$ cat src/rtl/ram_pkg.sv
// Shared constants and types for the FMI RAM and its access arbiter.
package ram_pkg;

    // FMI RAM depth in pixels.
    localparam int FMI_N_ELEM = 64;

    // Pixel width in bits.
    localparam int PX_W = 8;

    // Arbiter FSM states. IDLE is the reset state and the only place where
    // DMA and read requests compete; the other two states own the RAM port.
    typedef enum logic [1:0] {
        IDLE      = 2'd0,
        DMA_BURST = 2'd1,
        READ      = 2'd2
    } fmi_arb_state_t;

endpackage : ram_pkg

$ cat src/rtl/fmi_arb_fsm.sv
// Arbitration FSM for the single-port FMI RAM: decides, each cycle, whether
// the DMA writer or the datapath reader owns the port, and counts the read
// grants of the current read run so a waiting DMA burst is not starved.
//
// Handshake: a transfer happens on a rising clock edge where req && gnt.
// Grants are combinational from the registered state and the live requests,
// a grant is never raised without its request, and the two grants are
// mutually exclusive. Requesters must hold req (and addr/data) stable until
// they see gnt.
module fmi_arb_fsm
    import ram_pkg::*;
#(
    parameter int RD_QUOTA = 8
) (
    input  logic                            clk,
    input  logic                            reset,
    input  logic                            dma_req,
    input  logic                            dma_last,
    input  logic                            rd_req,
    output logic                            dma_gnt,
    output logic                            rd_gnt,
    output fmi_arb_state_t                  state_o,
    output logic [$clog2(RD_QUOTA+1)-1:0]   rd_cnt_o
);

    localparam int                CNT_W   = $clog2(RD_QUOTA + 1);
    localparam logic [CNT_W-1:0]  QUOTA   = CNT_W'(RD_QUOTA);
    localparam logic [CNT_W-1:0]  CNT_ONE = CNT_W'(1);

    fmi_arb_state_t    state_q, state_d;
    logic [CNT_W-1:0]  rd_cnt_q, rd_cnt_d;

    // High from reset until the first clock edge after reset is released.
    // It keeps the port quiet in that first cycle, so a requester that still
    // holds its request from before the reset cannot slip a write in while
    // the rest of the system is coming out of reset.
    logic              settle_q;
    logic              blocked;

    assign blocked  = reset | settle_q;
    assign state_o  = state_q;
    assign rd_cnt_o = rd_cnt_q;

    // State register, read-run counter and reset-release guard.
    always_ff @(posedge clk or posedge reset) begin
        if (reset) begin
            state_q  <= IDLE;
            rd_cnt_q <= '0;
            settle_q <= 1'b1;
        end else begin
            state_q  <= state_d;
            rd_cnt_q <= rd_cnt_d;
            settle_q <= 1'b0;
        end
    end

    // Next state, next read count and the two grants.
    always_comb begin
        state_d  = state_q;
        rd_cnt_d = rd_cnt_q;
        dma_gnt  = 1'b0;
        rd_gnt   = 1'b0;

        if (!blocked) begin
            unique case (state_q)
                IDLE: begin
                    rd_cnt_d = '0;
                    if (dma_req) begin
                        // DMA wins ties. A single-word burst (last on the
                        // first word) completes here without leaving IDLE.
                        dma_gnt = 1'b1;
                        state_d = dma_last ? IDLE : DMA_BURST;
                    end else if (rd_req) begin
                        // The read granted here is the first of the run.
                        rd_gnt   = 1'b1;
                        rd_cnt_d = CNT_ONE;
                        state_d  = READ;
                    end
                end

                DMA_BURST: begin
                    // The burst owns the port until its last word is taken;
                    // dma_last without dma_req means nothing.
                    dma_gnt = dma_req;
                    if (dma_req && dma_last) begin
                        state_d  = IDLE;
                        rd_cnt_d = '0;
                    end
                end

                READ: begin
                    if (!rd_req || ((rd_cnt_q >= QUOTA) && dma_req)) begin
                        // Run ends: reader went away, or it used up its
                        // quota while DMA is waiting. IDLE then gives the
                        // port to DMA on the following cycle.
                        state_d  = IDLE;
                        rd_cnt_d = '0;
                    end else begin
                        // Keep streaming one read per cycle; the count
                        // saturates so an uncontested reader never stops.
                        rd_gnt = 1'b1;
                        if (rd_cnt_q < QUOTA) begin
                            rd_cnt_d = rd_cnt_q + CNT_ONE;
                        end
                    end
                end

                default: begin
                    state_d  = IDLE;
                    rd_cnt_d = '0;
                end
            endcase
        end
    end

endmodule : fmi_arb_fsm

$ cat src/rtl/fmi_ram_arbiter.sv
// Shares the single-port FMI RAM between a DMA writer and a datapath reader.
// The FSM sub-module decides ownership; this level steers address/data onto
// the RAM port and aligns read data with the RAM's one-cycle read latency.
//
// Handshake: a DMA word is written on a rising edge where dma_req && dma_gnt;
// a read is issued on a rising edge where rd_req && rd_gnt, and its pixel is
// presented exactly one cycle later with rd_valid high. Requesters hold their
// request, address and data stable until granted.
module fmi_ram_arbiter
    import ram_pkg::fmi_arb_state_t;
#(
    parameter int FMI_N_ELEM = ram_pkg::FMI_N_ELEM,
    parameter int PX_W       = ram_pkg::PX_W,
    parameter int RD_QUOTA   = 8
) (
    input  logic                            clk,
    input  logic                            reset,

    // DMA write port
    input  logic                            dma_req,
    input  logic [$clog2(FMI_N_ELEM)-1:0]   dma_addr,
    input  logic [PX_W-1:0]                 dma_data,
    input  logic                            dma_last,
    output logic                            dma_gnt,

    // Datapath read port
    input  logic                            rd_req,
    input  logic [$clog2(FMI_N_ELEM)-1:0]   rd_addr,
    output logic                            rd_gnt,
    output logic                            rd_valid,
    output logic [PX_W-1:0]                 rd_data,

    // FMI RAM port (1-cycle registered read, write-through)
    output logic [$clog2(FMI_N_ELEM)-1:0]   ram_addr,
    output logic [PX_W-1:0]                 ram_data,
    output logic                            ram_write,
    input  logic [PX_W-1:0]                 ram_res,

    // Debug view of the arbiter state and the current read-run count
    output fmi_arb_state_t                  dbg_state_o,
    output logic [$clog2(RD_QUOTA+1)-1:0]   dbg_rd_cnt_o
);

    localparam int AW = $clog2(FMI_N_ELEM);

    logic [AW-1:0] ram_addr_q;   // last address driven onto the RAM
    logic          rd_valid_q;   // a read was issued on the previous edge

    fmi_arb_fsm #(
        .RD_QUOTA (RD_QUOTA)
    ) u_fsm (
        .clk      (clk),
        .reset    (reset),
        .dma_req  (dma_req),
        .dma_last (dma_last),
        .rd_req   (rd_req),
        .dma_gnt  (dma_gnt),
        .rd_gnt   (rd_gnt),
        .state_o  (dbg_state_o),
        .rd_cnt_o (dbg_rd_cnt_o)
    );

    // RAM port steering. The address holds its previous value on idle cycles
    // so the RAM input does not toggle when nobody is using it; write data is
    // zeroed when not writing to keep it free of stale pixels.
    always_comb begin
        ram_write = dma_gnt;
        ram_addr  = ram_addr_q;
        ram_data  = '0;
        if (dma_gnt) begin
            ram_addr = dma_addr;
            ram_data = dma_data;
        end else if (rd_gnt) begin
            ram_addr = rd_addr;
        end
    end

    // Remember the driven address and track reads in flight through the RAM.
    // Reset clears both, which also drops any read that was still in flight.
    always_ff @(posedge clk or posedge reset) begin
        if (reset) begin
            ram_addr_q <= '0;
            rd_valid_q <= 1'b0;
        end else begin
            ram_addr_q <= ram_addr;
            rd_valid_q <= rd_gnt;
        end
    end

    // The RAM output register already holds the pixel one cycle after the
    // read, so read data is a straight pass-through qualified by rd_valid.
    assign rd_valid = rd_valid_q;
    assign rd_data  = ram_res;

endmodule : fmi_ram_arbiter

$ cat config.mk
export PLATFORM = sky130hd
export DESIGN_NAME = fmi_ram_arbiter
export DESIGN_NICKNAME = d
export VERILOG_FILES = /design/src/rtl/ram_pkg.sv /design/src/rtl/fmi_arb_fsm.sv /design/src/rtl/fmi_ram_arbiter.sv
export SDC_FILE = /design/constraint.sdc
export NUM_CORES = 1
export LEC_CHECK = 0
export BUFFER_PORTS_ARGS = -buffer_cell sky130_fd_sc_hd__buf_4
export CAP_MARGIN = 10
export CELL_PAD_IN_SITES_DETAIL_PLACEMENT = 1
export CELL_PAD_IN_SITES_GLOBAL_PLACEMENT = 1
export CORE_ASPECT_RATIO = 1.2
export CORE_UTILIZATION = 29
export CTS_BUF_LIST = sky130_fd_sc_hd__clkbuf_2
export DETAILED_ROUTE_END_ITERATION = 8
export PLACE_DENSITY = 0.94
export REMOVE_ABC_BUFFERS = 1
export SLEW_MARGIN = 20
export SYNTH_ARGS = -nofsm -noshare
export SYNTH_HDL_FRONTEND = slang
export SYNTH_SLANG_ARGS = --single-unit
$ cat constraint.sdc
create_clock -name clk -period 2.65 [get_ports clk]
set_clock_uncertainty 0.1 [all_clocks]
set_input_delay 0.53 -clock clk [delete_from_list [all_inputs] [get_ports clk]]
set_output_delay 0.53 -clock clk [all_outputs]
set_load 0.01 [all_outputs]
Word-level counts from Yosys, hierarchy flattened. Index checks and enable logic that the tools add are counted.

Register bits after elaboration: 14. Output and inout bits: 32. Logic and storage cells: 46. Bits of input ports: 33.

Muxes and demuxes: 23. Equality and inequality tests: 6. Reductions and logical operators: 7. Add/subtract/negate cells: 1. Order comparisons: 2. Bitwise operators: 2.

Operators with widths (number): 4-bit two-way mux (4); 6-bit two-way mux (2); 4-bit one-hot mux with 3 select lines (1); 1-bit two-way mux (8); 2-bit two-way mux (4); 8-bit two-way mux (1); 2-bit one-hot mux with 3 select lines (1); 4-bit by 1-bit adder with 4-bit output (second input constant) (1); 4-bit greater-or-equal comparator (second input constant) (1); 4-bit < comparator (second input constant) (1); 2-bit by 1-bit inequality test with 1-bit output (second input constant) (2); 1-bit one-hot mux with 2 select lines (2); 4-bit AND reduction (1); 3-bit by 1-bit inequality test with 1-bit output (second input constant) (1); 3-bit inequality test (second input constant) (1); 3-bit AND reduction (1); 2-bit by 1-bit equality test with 1-bit output (second input constant) (1); 2-bit equality test (second input constant) (1); 1-bit logical AND (2); 2-bit zero test (1); 1-bit zero test (1); 1-bit logical OR (1); 1-bit NOT (1); 1-bit OR (1).

Longest topological paths before layout.
Depth in word-level cells: 8. Mapped depth: 6. Depth with buffers taken out: 5.

Cells and area by module. Synthesis repeated with hierarchy kept, for this count alone.

Cells, all modules: 89. Area total of the unflattened synthesis: 867.1 um2.

Modules (own cells, without submodules): fmi_arb_fsm (area an instance 436.7 um2, instances 1, cells each 43); fmi_ram_arbiter (area an instance 430.4 um2, instances 1, cells each 46).

Worst setup path after synthesis. No wires, ideal clock.

Kind: register to output. Start point: register u_fsm.rd_cnt_q[3] (netlist: u_fsm.rd_cnt_o[3]). End point: output port ram_addr[0]. Arrival time: 1.662 ns. Stages on the path, launching flop included: 5. Slack: 0.358 ns. Path buffers: 0. Required time: 2.020 ns. Path through: dfrtp_1 nand2b_4 a2111oi_4 mux2i_1 o21ai_2.

Word-level cells in the longest chain between the ends: 8.

RTL lines: start: declaration (RTL line fmi_arb_fsm.sv:31) `logic [CNT_W-1:0] rd_cnt_q, rd_cnt_d;`; start signal: assignment (RTL line fmi_arb_fsm.sv:52) `rd_cnt_q <= rd_cnt_d;`; 4-bit greater-or-equal comparator (RTL line fmi_arb_fsm.sv:92) `if (!rd_req || ((rd_cnt_q >= QUOTA) && dma_req)) begin`; 1-bit logical AND (RTL line fmi_arb_fsm.sv:92); 1-bit logical OR (RTL line fmi_arb_fsm.sv:92); 1-bit two-way mux (RTL line fmi_arb_fsm.sv:92); 1-bit one-hot mux with 2 select lines (RTL line fmi_arb_fsm.sv:65) `unique case (state_q)`; 1-bit two-way mux (RTL line fmi_arb_fsm.sv:64) `if (!blocked) begin`; via rd_gnt (RTL line fmi_ram_arbiter.sv:29) `output logic rd_gnt,`; 6-bit two-way mux (RTL line fmi_ram_arbiter.sv:73) `end else if (rd_gnt) begin`; 6-bit two-way mux (RTL line fmi_ram_arbiter.sv:70) `if (dma_gnt) begin`; end: declaration (RTL line fmi_ram_arbiter.sv:34) `output logic [$clog2(FMI_N_ELEM)-1:0] ram_addr,`.

The timed path passes the listed nets, and every way through them passes these cells.

Worst setup path after layout.
Start point: register u_fsm.state_q[0] (netlist: u_fsm.state_o[0]). End point: output port ram_addr[2].

Word-level cells in the longest chain between the ends: 5.

RTL lines: start: declaration (RTL line fmi_arb_fsm.sv:30) `fmi_arb_state_t state_q, state_d;`; start signal: assignment (RTL line fmi_arb_fsm.sv:51) `state_q <= state_d;`; 2-bit equality test or 2-bit zero test (tied branches) (RTL line fmi_arb_fsm.sv:65); 1-bit one-hot mux with 2 select lines (RTL line fmi_arb_fsm.sv:65); 1-bit two-way mux (RTL line fmi_arb_fsm.sv:64); 6-bit two-way mux (RTL line fmi_ram_arbiter.sv:73); 6-bit two-way mux * (RTL line fmi_ram_arbiter.sv:70).

Mark *: on every way between the ends. The rest lies on a longest branch, timed or not.

==> impl_metrics.csv <==
group,metric,value,unit
run,drv_cap,0,
global_route,gr-max-usage-layer,"met2",
timing,setup_violations,0,
setup_path,critPathArrivalTime,1960,ps
yosys,synth.area.top_cells,"dfrtp_1 (36%), buf_4 (8.4%), mux2i_1 (6.7%)",
power_and_ir_drop,power_frac_clock,0.163,
timing,fin_tns_setup,0,ps
layout,multi_input_area,469,µm²
layout,final_layout_size_suffix_gt1_frac,0.536,
floorplanning,die_w,52.8,µm
placed_design,detailed_place_hpwl,1.94,mm
yosys,yosysWarnings,0,
timing,period_share,0.976,
routing,first_pass_iters,3,
yosys,syn_avg_cell_area,9.75,µm²
floorplanning,rows,21,
power_and_ir_drop,vdd_drop_max,0.304,mV
floorplanning,die_h,62.9,µm
yosys,synthCells,92,
power_and_ir_drop,leakagePower,0.625,nW
power_and_ir_drop,cellPowerDensity,508,nW/µm²
power_and_ir_drop,p_comb_frac,0.415,
clocking,h-tree-depth,1,
setup_path,critPathRequiredTime,2020,ps
layout,diodes,0,
global_route,grt_first_pass_wirelength,4.04,mm
yosys,synth_cell_types,33,
clocking,cts_tree,"built",
yosys,ys_seq_elements,14,
clocking,cts_buffers,3,
floorplanning,dieArea,3320,µm²
clocking,cts_root_buf,"clkbuf_2",
layout,stdcell_area,1310,µm²
layout,fin_util,0.458,
global_route,grt_max_degree,23,
clocking,postCtsHoldBufs,0,
layout,register_area,354,µm²
clocking,clock_path_buffers,2,
routing,ant_nets,0,
clocking,cts.reportedPaths.clkPinSlew,140,ps
placed_design,finalWeightedCongestion,0.828,
routing,wl_per_cell,14.6,µm
yosys,synth_seq_area_share,0.392,
global_route,met1_usage,0.182,
floorplanning,io_pins,65,
timing,rsz0062_at_grt,"yes",
setup_path,cp_max_fo,8,
timing,setup_ws,63.7,ps
yosys,synth_top_area_share,0.363,
global_route,use_met3,0.0681,
global_route,grt-ovfl-total,0,
yosys,synth_edf_count,0,
timing,slew_headroom,0.636,
timing,fin_crit,2590,ps
power_and_ir_drop,switchingPower,0.234,mW
yosys,synth_area,897,µm²
global_route,use_met2,0.271,
placed_design,place_area,1240,µm²
placed_design,port_buffers,48,
timing,max_clock_freq,387,MHz
power_and_ir_drop,pwr-share-seq,0.422,
yosys,synth_ff_type,"dfrtp_1",
routing,vias_per_cell,4.94,
clocking,insertion_delay,290,ps
timing,maxSlewViolCount,0,
routing,num_vias,850,
power_and_ir_drop,p_int,0.433,mW
global_route,grtUsageTotal,0.162,
routing,drcViolationCount,0,
floorplanning,core-area,2860,µm²
yosys,synth.largest_area_cell,"dfrtp_1",
placed_design,preCtsSetupSlack,302,ps
layout,syn_to_final_growth,46.3,%
clocking,cts_sinks,14,
setup_path,path_class,"reg2out",
floorplanning,initial_core_util,0.313,
layout,num-fill-cells,340,
timing,worstMarginPinSlew,545,ps
worst_hold_path,hold_class,"in2async",
layout,nets,174,
timing,finalHoldViolations,0,
routing,routed_wl,2.51,mm
yosys,synthArstFlopShare,1.00,
setup_path,setup.worst_path.end_class,"output port",
power_and_ir_drop,netSwitchingFraction,0.351,
setup_path,start_kind,"register",
routing,first_iter_violations,8,
global_route,grt_pass1_vias,972,
global_route,antenna_found_initial,0,
status,status,"complete, no violations",
power groups by stage:
stage                     registers (mW)  clock network [mW]  logic [mW]
after global routing               0.285               0.121       0.301
after floorplan                    0.283                   0       0.119
final                              0.282               0.109       0.276
after CTS                          0.277               0.113       0.256
after detailed placement           0.282                   0       0.254
after global placement             0.279                   0       0.243
area by class of cell:
type                       instances  area share
sequential                        14       0.270
multi-input combinational         61       0.357
tap                               34      0.0324
timing repair buffer              54       0.312
inverter                           5      0.0143
clock inverter                     1     0.00286
clock buffer                       3      0.0114
layer usage:
| layer | wire length, µm | vias to the layer above | share of wire |
|---|---|---|---|
| li1 | - | 396 | - |
| met2 | 1250 | 62 | 0.50 |
| met4 | 29 | 0 | 0.012 |
| met3 | 233 | 5 | 0.093 |
| met1 | 987 | 387 | 0.39 |
| met5 | 0 | - | 0 |
cells by family (layout without fill, tap and decap cells):
group / after synthesis / in the layout / share of synthesized area
AO/OA/AOI/OAI: 20 / 20 / 0.187
adder cells (fa/ha/maj): 2 / 2 / 0.0279
buffers and inverters: 17 / 63 / 0.113
flip-flops: 14 / 14 / 0.392
multiplexers: 6 / 6 / 0.0669
other: 1 / 1 / 0.00418
AND/OR/NAND/NOR: 32 / 32 / 0.209
worst paths after layout:
path | from | endpoint | slack [ps] | depth (start not counted)
max in group asynchronous | reset | u_fsm.rd_cnt_o[3] | 1850 | 2
min in group clk | dma_addr[0] | ram_addr_q[0] | 350 | 3
setup / recovery | u_fsm.state_o[0] | ram_addr[2] | 60 | 6
hold / removal | reset | u_fsm.rd_cnt_o[2] | 210 | 2
hold reg to reg | u_fsm.rd_cnt_o[2] | u_fsm.rd_cnt_o[2] | 440 | 1
setup reg to reg | u_fsm.state_o[0] | ram_addr_q[2] | 810 | 6
worst max-delay path, cell delays in order, from the launching register on:
cell and delay, ps:
dfrtp_2 470, nand2b_4 170, a2111oi_4 330, buf_6 210, mux2i_2 240, o21ai_2 90, buf_4 150
synthesized netlist by cell type, types with 2 or more instances:
| cell | instances |
|---|---|
| nand3_1 | 2 |
| buf_4 | 10 |
| dfrtp_1 | 13 |
| and2_1 | 8 |
| clkbuf_1 | 2 |
| ha_1 | 2 |
| nand2_1 | 11 |
| o21ai_1 | 2 |
| mux2i_1 | 6 |
| a21oi_1 | 2 |
| o21ai_0 | 2 |
| nand2b_4 | 2 |
| inv_1 | 5 |
| o21ai_2 | 6 |
flip-flops by register name, summed over array words and instances (netlist names):
register	flops
rd_valid	1
u_fsm.settle_q	1
u_fsm.rd_cnt_o	4
u_fsm.state_o	2
ram_addr_q	6
layout by cell type, fill, tap and decap left out, types with 2 or more instances in the layout:
master,netlist,layout
buf_4,10,53
nand2_1,11,11
dfrtp_1,13,11
and2_1,8,8
o21ai_2,6,6
inv_1,5,5
mux2i_1,6,3
clkbuf_2,0,3
nand2b_4,2,2
a21oi_1,2,2
o21ai_1,2,2
nand3_1,2,2
mux2i_2,0,2
o21ai_0,2,2
ha_1,2,2
dfrtp_2,0,2
through the flow:
step	total power [mW]	hold slack (ps)	std cells
6_report	0.666	209	172
5_1_grt	0.707	224	172
4_1_cts	0.646	225	169
3_5_place_dp	0.536	424	165
3_3_place_gp	0.522	408	165
2_1_floorplan	0.402	319	80
timing repair:
action                     in CTS  in global routing
hold endpoints to repair        0                  0
resized for setup               1                  6
setup buffers                   0                  3
pin swaps                       0                  2
setup endpoints to repair       1                  6
Power figures use the tool's default switching activity.
